[config.mk]
export PLATFORM = sky130hd
export DESIGN_NAME = accel_sample_bank_flat
export DESIGN_NICKNAME = d
export VERILOG_FILES = /design/src/rtl/accel_sample_bank_pkg.sv /design/src/rtl/accel_sample_bank_if.sv /design/src/rtl/accel_avg_ch.sv /design/src/rtl/accel_sample_bank.sv /design/src/flat_wrapper.sv
export SDC_FILE = /design/constraint.sdc
export NUM_CORES = 1
export LEC_CHECK = 0
export CAP_MARGIN = 5
export CELL_PAD_IN_SITES_DETAIL_PLACEMENT = 1
export CELL_PAD_IN_SITES_GLOBAL_PLACEMENT = 1
export CORE_MARGIN = 3
export CORE_UTILIZATION = 49
export DETAILED_ROUTE_END_ITERATION = 8
export GPL_TIMING_DRIVEN = 1
export PLACE_DENSITY_LB_ADDON = 0.1
export SYNTH_ARGS = -nofsm -noshare
export SYNTH_HDL_FRONTEND = slang
export SYNTH_SLANG_ARGS = --single-unit
export TNS_END_PERCENT = 1
[constraint.sdc]
create_clock -name clk_clk -period 21.9 [get_ports clk_clk]
set_clock_uncertainty 0.2 [all_clocks]
set_input_delay 4.38 -clock clk_clk [delete_from_list [all_inputs] [get_ports clk_clk]]
set_output_delay 4.38 -clock clk_clk [all_outputs]
set_load 0.1 [all_outputs]
[src/rtl/accel_sample_bank_pkg.sv]
// Shared types and helpers for the accelerometer sample bank.
// Holds the snapshot FSM encoding, default geometry and the LED bar level math.
package accel_pkg;

  localparam int DEF_NUM_CH = 3;
  localparam int DEF_DATA_W = 16;
  localparam int DEF_LED_W  = 10;

  typedef enum logic [1:0] {
    ST_IDLE = 2'd0,
    ST_WAIT = 2'd1,
    ST_HOLD = 2'd2,
    ST_DONE = 2'd3
  } snap_state_e;

  // Saturating |v| scaled onto 0..lw; the most-negative sample clamps to max positive.
  function automatic int bar_level(input logic signed [31:0] v, input int dw, input int lw);
    longint mag;
    longint maxpos;
    longint lvl;
    maxpos = (longint'(1) << (dw - 1)) - 1;
    mag    = longint'(v);
    if (mag < 0) mag = -mag;
    if (mag > maxpos) mag = maxpos;
    lvl = (mag * longint'(lw + 1)) >>> (dw - 1);
    if (lvl > longint'(lw)) lvl = longint'(lw);
    return int'(lvl);
  endfunction

endpackage

[src/rtl/accel_sample_bank_if.sv]
// Sample/snapshot/LED signal bundle between the sampling logic and the HPS PIO side.
interface accel_sample_bank_if #(
  parameter int NUM_CH = 3,
  parameter int DATA_W = 16,
  parameter int LED_W  = 10,
  parameter int SEQ_W  = 8
);
  localparam int SEL_W = (NUM_CH > 1) ? $clog2(NUM_CH) : 1;

  logic                     in_valid;
  logic [NUM_CH*DATA_W-1:0] in_data;
  logic                     mode_avg;
  logic                     snap_req;
  logic                     snap_ack;
  logic [NUM_CH*DATA_W-1:0] snap_data;
  logic [SEQ_W-1:0]         snap_seq;
  logic [SEL_W-1:0]         led_sel;
  logic [LED_W-1:0]         led_bar;

  modport master (
    output in_valid, in_data, mode_avg, snap_req, led_sel,
    input  snap_ack, snap_data, snap_seq, led_bar
  );

  modport slave (
    input  in_valid, in_data, mode_avg, snap_req, led_sel,
    output snap_ack, snap_data, snap_seq, led_bar
  );
endinterface

[src/rtl/accel_avg_ch.sv]
// One channel of the sample bank: raw pass-through or 2^AVG_LOG2 block average.
// Block position (last) and mode-change clear come from the shared counter in the top.
module accel_avg_ch #(
  parameter int DATA_W   = 16,
  parameter int AVG_LOG2 = 2
) (
  input  logic                     clk,
  input  logic                     rst,
  input  logic                     i_clr,
  input  logic                     i_avg,
  input  logic                     i_valid,
  input  logic                     i_last,
  input  logic signed [DATA_W-1:0] i_sample,
  output logic signed [DATA_W-1:0] o_result,
  output logic                     o_stb
);
  localparam int ACC_W = DATA_W + AVG_LOG2;

  logic signed [ACC_W-1:0]  r_acc_p0;
  logic signed [ACC_W-1:0]  w_acc_base;
  logic signed [ACC_W-1:0]  w_sum;
  logic signed [DATA_W-1:0] r_result_p1;
  logic                     r_vld_p1;

  function automatic logic signed [DATA_W-1:0] avg_div(input logic signed [ACC_W-1:0] s);
    return DATA_W'(s >>> AVG_LOG2);
  endfunction

  // A mode change restarts the block, so the sample in that cycle starts from zero.
  assign w_acc_base = i_clr ? '0 : r_acc_p0;
  assign w_sum      = w_acc_base + ACC_W'(i_sample);

  // p0 -> p1: accumulate, emit average on the last sample of a block
  always_ff @(posedge clk) begin
    if (rst) begin
      r_acc_p0    <= '0;
      r_result_p1 <= '0;
      r_vld_p1    <= 1'b0;
    end else begin
      r_vld_p1 <= 1'b0;
      if (!i_avg) begin
        r_acc_p0 <= '0;
        if (i_valid) begin
          r_result_p1 <= i_sample;
          r_vld_p1    <= 1'b1;
        end
      end else if (i_valid) begin
        if (i_last) begin
          r_acc_p0    <= '0;
          r_result_p1 <= avg_div(w_sum);
          r_vld_p1    <= 1'b1;
        end else begin
          r_acc_p0 <= w_sum;
        end
      end else if (i_clr) begin
        r_acc_p0 <= '0;
      end
    end
  end

  assign o_result = r_result_p1;
  assign o_stb    = r_vld_p1;
endmodule

[src/rtl/accel_sample_bank.sv]
// Multi-channel accel capture: optional block averaging, coherent req/ack snapshot
// for HPS reads, and a registered magnitude thermometer for the LED PIO.
module accel_sample_bank
  import accel_pkg::*;
#(
  parameter int NUM_CH   = DEF_NUM_CH,
  parameter int DATA_W   = DEF_DATA_W,
  parameter int AVG_LOG2 = 2,
  parameter int LED_W    = DEF_LED_W,
  parameter int SEQ_W    = 8
) (
  input  logic             clk_clk,
  input  logic             reset_reset,
  accel_sample_bank_if.slave bus
);
  localparam int SEL_W = (NUM_CH > 1) ? $clog2(NUM_CH) : 1;
  localparam int CNT_W = (AVG_LOG2 > 0) ? AVG_LOG2 : 1;
  localparam logic [CNT_W-1:0] CNT_LAST = CNT_W'((1 << AVG_LOG2) - 1);

  logic                     r_mode;
  logic [CNT_W-1:0]         r_cnt;
  logic [CNT_W-1:0]         w_cnt_base;
  logic                     w_mode_chg;
  logic                     w_last;
  logic                     w_fire;
  logic signed [DATA_W-1:0] w_res [NUM_CH];
  logic [NUM_CH-1:0]        w_stb;
  logic                     w_res_stb;
  logic [SEQ_W-1:0]         r_seq;

  snap_state_e              r_state;
  snap_state_e              w_state_nxt;
  logic                     w_cap;
  logic                     r_snap_ack;
  logic [NUM_CH*DATA_W-1:0] r_snap_data;
  logic [SEQ_W-1:0]         r_snap_seq;

  logic signed [DATA_W-1:0] w_sel_res;
  logic                     w_sel_ok;
  int                       w_level;
  logic [LED_W-1:0]         w_bar;
  logic [LED_W-1:0]         r_led_bar;

  assign w_mode_chg = bus.mode_avg ^ r_mode;
  assign w_cnt_base = w_mode_chg ? '0 : r_cnt;
  assign w_last     = (w_cnt_base == CNT_LAST);
  assign w_fire     = bus.in_valid & (~bus.mode_avg | w_last);

  generate
    for (genvar k = 0; k < NUM_CH; k++) begin : g_ch
      accel_avg_ch #(
        .DATA_W  (DATA_W),
        .AVG_LOG2(AVG_LOG2)
      ) u_ch (
        .clk     (clk_clk),
        .rst     (reset_reset),
        .i_clr   (w_mode_chg),
        .i_avg   (bus.mode_avg),
        .i_valid (bus.in_valid),
        .i_last  (w_last),
        .i_sample(bus.in_data[k*DATA_W +: DATA_W]),
        .o_result(w_res[k]),
        .o_stb   (w_stb[k])
      );
    end
  endgenerate

  assign w_res_stb = &w_stb;

  // seq advances on the same edge the result registers load, so it is current during res_stb
  always_ff @(posedge clk_clk) begin
    if (reset_reset) begin
      r_mode <= 1'b0;
      r_cnt  <= '0;
      r_seq  <= '0;
    end else begin
      r_mode <= bus.mode_avg;
      if (!bus.mode_avg)   r_cnt <= '0;
      else if (bus.in_valid) r_cnt <= w_last ? '0 : w_cnt_base + CNT_W'(1);
      else if (w_mode_chg) r_cnt <= '0;
      if (w_fire) r_seq <= r_seq + SEQ_W'(1);
    end
  end

  always_comb begin
    w_state_nxt = r_state;
    w_cap       = 1'b0;
    case (r_state)
      ST_IDLE: if (bus.snap_req) w_state_nxt = ST_WAIT;
      ST_WAIT: begin
        if (!bus.snap_req) begin
          w_state_nxt = ST_IDLE;
        end else if (w_res_stb) begin
          w_cap       = 1'b1;
          w_state_nxt = ST_HOLD;
        end
      end
      ST_HOLD: if (!bus.snap_req) w_state_nxt = ST_DONE;
      ST_DONE: w_state_nxt = ST_IDLE;
      default: w_state_nxt = ST_IDLE;
    endcase
  end

  always_ff @(posedge clk_clk) begin
    if (reset_reset) begin
      r_state     <= ST_IDLE;
      r_snap_ack  <= 1'b0;
      r_snap_data <= '0;
      r_snap_seq  <= '0;
    end else begin
      r_state    <= w_state_nxt;
      r_snap_ack <= (w_state_nxt == ST_HOLD);
      if (w_cap) begin
        for (int k = 0; k < NUM_CH; k++) r_snap_data[k*DATA_W +: DATA_W] <= w_res[k];
        r_snap_seq <= r_seq;
      end
    end
  end

  always_comb begin
    w_sel_res = '0;
    w_sel_ok  = 1'b0;
    for (int k = 0; k < NUM_CH; k++) begin
      if (bus.led_sel == SEL_W'(k)) begin
        w_sel_res = w_res[k];
        w_sel_ok  = 1'b1;
      end
    end
    w_level = w_sel_ok ? bar_level(32'(w_sel_res), DATA_W, LED_W) : 0;
    w_bar   = '0;
    for (int i = 0; i < LED_W; i++) w_bar[i] = (i < w_level);
  end

  always_ff @(posedge clk_clk) begin
    if (reset_reset) r_led_bar <= '0;
    else             r_led_bar <= w_bar;
  end

  assign bus.snap_ack  = r_snap_ack;
  assign bus.snap_data = r_snap_data;
  assign bus.snap_seq  = r_snap_seq;
  assign bus.led_bar   = r_led_bar;
endmodule

[src/flat_wrapper.sv]
// flat-port wrapper written by rule: the top's interface ports become plain ports
module accel_sample_bank_flat import accel_pkg::*;
#(
  parameter int NUM_CH   = DEF_NUM_CH,
  parameter int DATA_W   = DEF_DATA_W,
  parameter int AVG_LOG2 = 2,
  parameter int LED_W    = DEF_LED_W,
  parameter int SEQ_W    = 8
)
  (clk_clk, reset_reset, bus_in_valid, bus_in_data, bus_mode_avg, bus_snap_req, bus_led_sel, bus_snap_ack, bus_snap_data, bus_snap_seq, bus_led_bar);
  accel_sample_bank_if #(.NUM_CH(NUM_CH), .DATA_W(DATA_W), .LED_W(LED_W), .SEQ_W(SEQ_W)) bus_i ();
  input  logic clk_clk;
  input  logic reset_reset;
  input wire logic [$bits(bus_i.in_valid)-1:0] bus_in_valid;
  input wire logic [$bits(bus_i.in_data)-1:0] bus_in_data;
  input wire logic [$bits(bus_i.mode_avg)-1:0] bus_mode_avg;
  input wire logic [$bits(bus_i.snap_req)-1:0] bus_snap_req;
  input wire logic [$bits(bus_i.led_sel)-1:0] bus_led_sel;
  output wire logic [$bits(bus_i.snap_ack)-1:0] bus_snap_ack;
  output wire logic [$bits(bus_i.snap_data)-1:0] bus_snap_data;
  output wire logic [$bits(bus_i.snap_seq)-1:0] bus_snap_seq;
  output wire logic [$bits(bus_i.led_bar)-1:0] bus_led_bar;
  assign bus_i.in_valid = bus_in_valid;
  assign bus_i.in_data = bus_in_data;
  assign bus_i.mode_avg = bus_mode_avg;
  assign bus_i.snap_req = bus_snap_req;
  assign bus_i.led_sel = bus_led_sel;
  assign bus_snap_ack = bus_i.snap_ack;
  assign bus_snap_data = bus_i.snap_data;
  assign bus_snap_seq = bus_i.snap_seq;
  assign bus_led_bar = bus_i.led_bar;
  accel_sample_bank #(.NUM_CH(NUM_CH), .DATA_W(DATA_W), .AVG_LOG2(AVG_LOG2), .LED_W(LED_W), .SEQ_W(SEQ_W)) u_core (.clk_clk(clk_clk), .reset_reset(reset_reset), .bus(bus_i));
endmodule
# Word level (Yosys, flattened, before mapping)
# Index checks and enable logic that the tools add are counted.
# word_totals
regBits	183
in_bits	55
wordCells	97
output_inout_bits	67
# classes
n_reduce_logical	4
mul	1
eq_ne	8
bitwise	4
magnitude_cmp	13
mux	46
addsub	6
# op_table
op	n
2-to-1 mux 16 bit	15
2-to-1 mux 18 bit	9
less-than comparator 4 x 32 -> 1 bit (first input constant)	4
2-to-1 mux 64 bit	2
greater-than comparator 64 x 16 -> 1 bit (second input constant)	1
less-than comparator 3 x 32 -> 1 bit (first input constant)	2
less-than comparator 5 x 32 -> 1 bit (first input constant)	2
multiplier 64 x 5 -> 64 bit (second input constant)	1
2-to-1 mux 32 bit	2
negation 16 -> 64 bit	1
adder 18 x 16 -> 18 bit	3
greater-than comparator 49 x 5 -> 1 bit (second input constant)	1
less-than comparator 1 x 32 -> 1 bit (first input constant)	1
less-than comparator 2 x 32 -> 1 bit (first input constant)	1
less-than comparator 16 x 1 -> 1 bit (second input constant)	1
2-to-1 mux 2 bit	7
== test 2 bit (second input constant)	5
2-to-1 mux 1 bit	10
adder 8 x 1 -> 8 bit (second input constant)	1
one-hot mux 2 bit (4 select lines)	1
== test 2 x 1 -> 1 bit (second input constant)	2
logical NOT 2 bit	2
adder 2 x 1 -> 2 bit (second input constant)	1
!= test 2 x 1 -> 1 bit (second input constant)	1
6 further kinds	6

# Depth between registers and ports, before layout
# logic_depth
ltp_word	13
mapped_depth	34
depth_no_buf	31

# By module
# Synthesis repeated with hierarchy kept, for this count alone.
# unflattened
hier_cells	2335
hier_area_um2	17946.0
# modules_own_cells
mod	n_inst	cells_each	seq_area_each_um2	area_each_um2
accel_sample_bank	1	1449	1601.5	10951.8
accel_avg_ch (u_core.g_ch[1].u_ch ...)	2	290	700.7	2308.5
accel_avg_ch (u_core.g_ch[0].u_ch)	1	306	700.7	2377.3

# Least setup slack after synthesis
# No wires, ideal clock.
# synth_path
path_kind	input to register
from	input bus_led_sel[0]
to	register u_core.r_led_bar[0] (netlist: u_core.bus.led_bar[0])
stages	29
path_buffers	6
arrival_time_ns	11.198
path_slack_ns	10.365
setup_ns	0.137
required_time_ns	21.563
cell_sequence	buf_4 buf_2 mux2i_1 o2bb2ai_1 nor4_1 or4b_1 buf_4 or2_2 clkbuf_1 clkbuf_1 nand2_1 ha_1 ha_1 xor2_1 ha_1 clkbuf_1 and2_1 and3_1 a211oi_1 o31ai_1 o21ai_0 xnor2_1 a21o_1 and2_0 or4b_1 nor4b_2 nand4b_2 a2111oi_4 a31oi_1
# synth_via
elab_chain_len	13
elab_cells_between_ends	19
cone_classes	add/sub (1); mul (1); order compare (4); eq/ne (2); mux (10); reduce/logical (1)
# synth_rtl
item	line_no	rtl
start, declared	flat_wrapper.sv:18	input wire logic [$bits(bus_i.led_sel)-1:0] bus_led_sel;
logical NOT 2 bit	accel_sample_bank.sv:124	if (bus.led_sel == SEL_W'(k)) begin
2-to-1 mux 16 bit (3 in a row)	accel_sample_bank.sv:124	
negation 16 -> 64 bit / less-than comparator 16 x 1 -> 1 bit (equally long branches)	accel_sample_bank_pkg.sv:23	if (mag < 0) mag = -mag;
2-to-1 mux 64 bit	accel_sample_bank_pkg.sv:23	
greater-than comparator 64 x 16 -> 1 bit	accel_sample_bank_pkg.sv:24	if (mag > maxpos) mag = maxpos;
2-to-1 mux 64 bit	accel_sample_bank_pkg.sv:24	
multiplier 64 x 5 -> 64 bit	accel_sample_bank_pkg.sv:25	lvl = (mag * longint'(lw + 1)) >>> (dw - 1);
greater-than comparator 49 x 5 -> 1 bit	accel_sample_bank_pkg.sv:26	if (lvl > longint'(lw)) lvl = longint'(lw);
2-to-1 mux 32 bit	accel_sample_bank_pkg.sv:26	
2-to-1 mux 32 bit *	accel_sample_bank.sv:129	w_level = w_sel_ok ? bar_level(32'(w_sel_res), DATA_W, LED_W) : 0;
less-than comparator 1 x 32 -> 1 bit *	accel_sample_bank.sv:131	for (int i = 0; i < LED_W; i++) w_bar[i] = (i < w_level);
end signal, assigned	accel_sample_bank.sv:136	else r_led_bar <= w_bar;
end, declared	accel_sample_bank.sv:42	logic [LED_W-1:0] r_led_bar;
# Mark *: on every way between the ends. The rest lies on a longest branch, timed or not.
# A chain may end at the register's enable or synchronous reset.

# Worst setup path in the final report
# Ends and elaborated chain as after synthesis.

==> summary.txt <==
Outcome - complete, no violations
TritonCTS Buffers - 17
Drt via density - 5.99
Die area - 36300 um2
Worst-Margin Slew - 1.13 ns
GRT met2 Usage - 0.568
Initial Utilization - 0.506
Clock Sink Count - 183
Synthesized flop and latch total - 183
Simple-gate area share of the yosys netlist - 0.194
Power Total - 1.46 mW
Tot GR Track Use - 0.317
Clk_lat worst skew - 0.47 ns
Synth top area cells - dfxtp_1 22%, ha_1 14%, a21oi_1 7.5%, nand2_1 6.8%, fa_1 6.5%
Nets - 2587
Pwr Density - 75.5 nW/um2
CP required - 22.02 ns
VDD IR max - 0.0000773 V
Hold Crit Class - register to register
TritonRoute pass-1 iters - 5
Initial drt markers - 965
P_leak - 9.06 nW
Final period util - 0.598
Worst relative slew slack - 0.240
Diodes inserted - 0
Wire per inst - 21.1 um
Async SR Flop Fraction - 0
Startpoint of the worst hold path - u_core.bus.snap_seq[5]
Hold Buf Count CTS - 0
Crit path max fanout - 18
Compound-Gate Fraction of Synth Area - 0.244
Placed cell count - 2717
Busiest grt layer - met2
Die X - 191 um
TritonCTS clock tree - built
RSZ-0062 raised after global routing - false
Area share of the largest cell type after synthesis - 0.219
Hold Crit Depth - 2
Synthesized area - 16700 um2
CP Class - input port to register
Core ar. - 33000 um2
Final Hold Viols - 0
Num ports - 122
Reg-to-reg slack, setup - 13.63 ns
Post_cts resized - 0
Fin cells - 2749
Final setup violation count - 0
Initial antenna violation count - 0
Post-CTS Setup Repair Bufs - 0
Max Freq - 76.3 MHz
Final Max Tran Viols - 0
Syn avg cell area - 7.92 um2
Largest net degree at the start of global routing - 88
Xor and xnor area share after synthesis - 0.0593
Hold endpoint - u_core.bus.snap_seq[5]
Synthesis Warnings - 0
Share of post-route cells with drive strength above 1 - 0.0342
MaxCap Viol Count - 0
Vias in the first global route - 17200
Hold slack final - 0.262 ns
Post-synthesis sequential area ratio - 0.219
First-pass GRT wire length - 92.4 mm
Total gr overflow - 0
H-tree level count - 4
Synth Flop Type - dfxtp_1
Minimum clock period - 13.10 ns
Port bufs - 121
Residual DRC - 0
Mux contribution to synthesized area - 0.0330
Routed WL - 57.9 mm
Leading area contributor after synthesis - dfxtp_1
Antenna-violating nets left - 0
Met3 GRT Util - 0.0318
Row count - 66
Post-synth cell types - 81
Synthesized instance count - 2109
Met1 GRT Util - 0.400
R2r endpoint - u_core.bus.led_bar[0]
Largest family of logic cells by synthesized area - compound AO/OA/AOI/OAI gates
Via Count - 16500
CTS root buf - clkbuf_16
Area Overhead vs Synth - 15.6%
RR Startpoint - u_core.g_ch[1].u_ch.o_result[1]
Post-DP HPWL - 45.7 mm
Adder-Cell Fraction of Synth Area - 0.203
Worst path arrival time - 13.22 ns
Clock Pin Slew Worst Setup and Hold Paths - 0.08 ns
Post-synth EDFFs - 0
Deepest clock path buffer count - 2
RD Place Congestion - 0.931
Final TNS setup - 0 ns
Most frequent cells in the layout - 302 x nand2_1, 250 x a21oi_1, 184 x ha_1, 183 x dfxtp_1, 140 x conb_1
Launching element type of the critical path - input port
Die height - 191 um
R2r worst-path depth - 26
Most common cell after layout, fill and taps aside - nand2_1
Worst setup EP type - register
==> where the power goes <==
group          switching, mW  leakage (nW)  total, mW  internal, mW
sequential            0.0131          1.49      0.361         0.348
clock                  0.172         0.311      0.341         0.169
combinational          0.486          7.26      0.755         0.269
==> worst max-delay path by stage <==
| stage | cells past startpoint | slack, ns | to | startpoint |
|---|---|---|---|---|
| global placement | 27 | 8.81 | u_core.bus.led_bar[0] | bus_led_sel[0] |
| detailed placement | 27 | 8.51 | u_core.bus.led_bar[0] | bus_led_sel[0] |
| CTS | 27 | 9.00 | u_core.bus.led_bar[0] | bus_led_sel[0] |
| finish | 27 | 8.80 | u_core.bus.led_bar[0] | bus_led_sel[0] |
| global route | 27 | 8.26 | u_core.bus.led_bar[0] | bus_led_sel[0] |
| floorplan | 29 | 10.36 | u_core.bus.led_bar[0] | bus_led_sel[0] |
==> critical path, stage by stage <==
cell	delay [ns]
clkdlybuf4s50_1	1.15
nor2b_4	0.24
o2bb2ai_1	0.25
nor4_1	0.72
or4b_1	0.73
or2_2	0.52
nor3b_1	0.20
a21oi_1	0.31
ha_1	0.31
ha_1	0.32
xor2_1	0.17
ha_1	0.42
a21oi_1	0.20
o21ai_1	0.09
a311oi_1	0.48
o21bai_1	0.21
nor3_1	0.16
mux2_2	0.17
a2111oi_0	0.05
buf_4	0.19
a21o_1	0.16
and2_0	0.14
or4b_1	0.53
nor4b_2	0.30
nand4b_2	0.19
a2111oi_4	0.47
a31oi_1	0.14
==> cell type report <==
class	count	area, um2
fillers	4078	13700
multi-input cells	1865	12800
flip-flops and latches	183	3660
repair buffers	132	1290
well taps	442	553
clock buffers	17	425
inverters	95	357
clock inverters	15	215
==> kinds of logic after synthesis <==
family,Yosys count
and+or+nand+nor,689
AOI/OAI and AO/OA,633
adders and majority gates,238
buffers and inverters,199
DFF,183
xor gates and xnor gates,110
muxes,55
other,2
==> state kept, by name, summed over array words and instances, names as in the netlist <==
signal / count
u_core.r_cnt: 2
u_core.r_mode: 1
u_core.bus.led_bar: 10
u_core.bus.snap_seq: 8
u_core.r_state: 2
u_core.r_seq: 8
u_core.g_ch.u_ch.r_acc_p0: 54
u_core.bus.snap_ack: 1
u_core.g_ch.u_ch.o_stb: 1
u_core.bus.snap_data: 48
u_core.g_ch.u_ch.o_result: 48
==> cell usage after synthesis (10+ instances only) <==
library cell,count
a211oi_1,41
a21o_1,68
a21oi_1,250
a22oi_1,14
a31oi_1,17
and2_1,65
and3_1,23
buf_1,18
clkbuf_1,80
dfxtp_1,183
fa_1,54
ha_1,184
inv_1,95
mux2i_1,54
nand2_1,304
nand3_1,14
nand4_1,36
nor2_1,137
nor3_1,30
nor4_1,15
o211ai_1,13
o21a_1,20
o21ai_0,67
o21bai_1,36
o2bb2ai_1,16
o31ai_1,17
or2_2,10
or3_1,11
xnor2_1,68
xor2_1,40
==> routing by layer <==
| layer | vias up | share of wire |
|---|---|---|
| met4 | 0 | 0.031 |
| met5 | - | 0 |
| li1 | 7781 | - |
| met1 | 8177 | 0.44 |
| met2 | 401 | 0.50 |
| met3 | 103 | 0.035 |
==> metrics by stage <==
stage | util | setup slack, ns | area (um2)
2_1_floorplan | - | 10.36 | 17200
3_3_place_gp | 0.565 | 8.81 | 18700
3_5_place_dp | 0.565 | 8.51 | 18700
4_1_cts | 0.584 | 9.00 | 19300
5_1_grt | 0.584 | 8.26 | 19300
6_report | 0.584 | 8.80 | 19300
No activity file was read; power rests on OpenSTA's default activity.
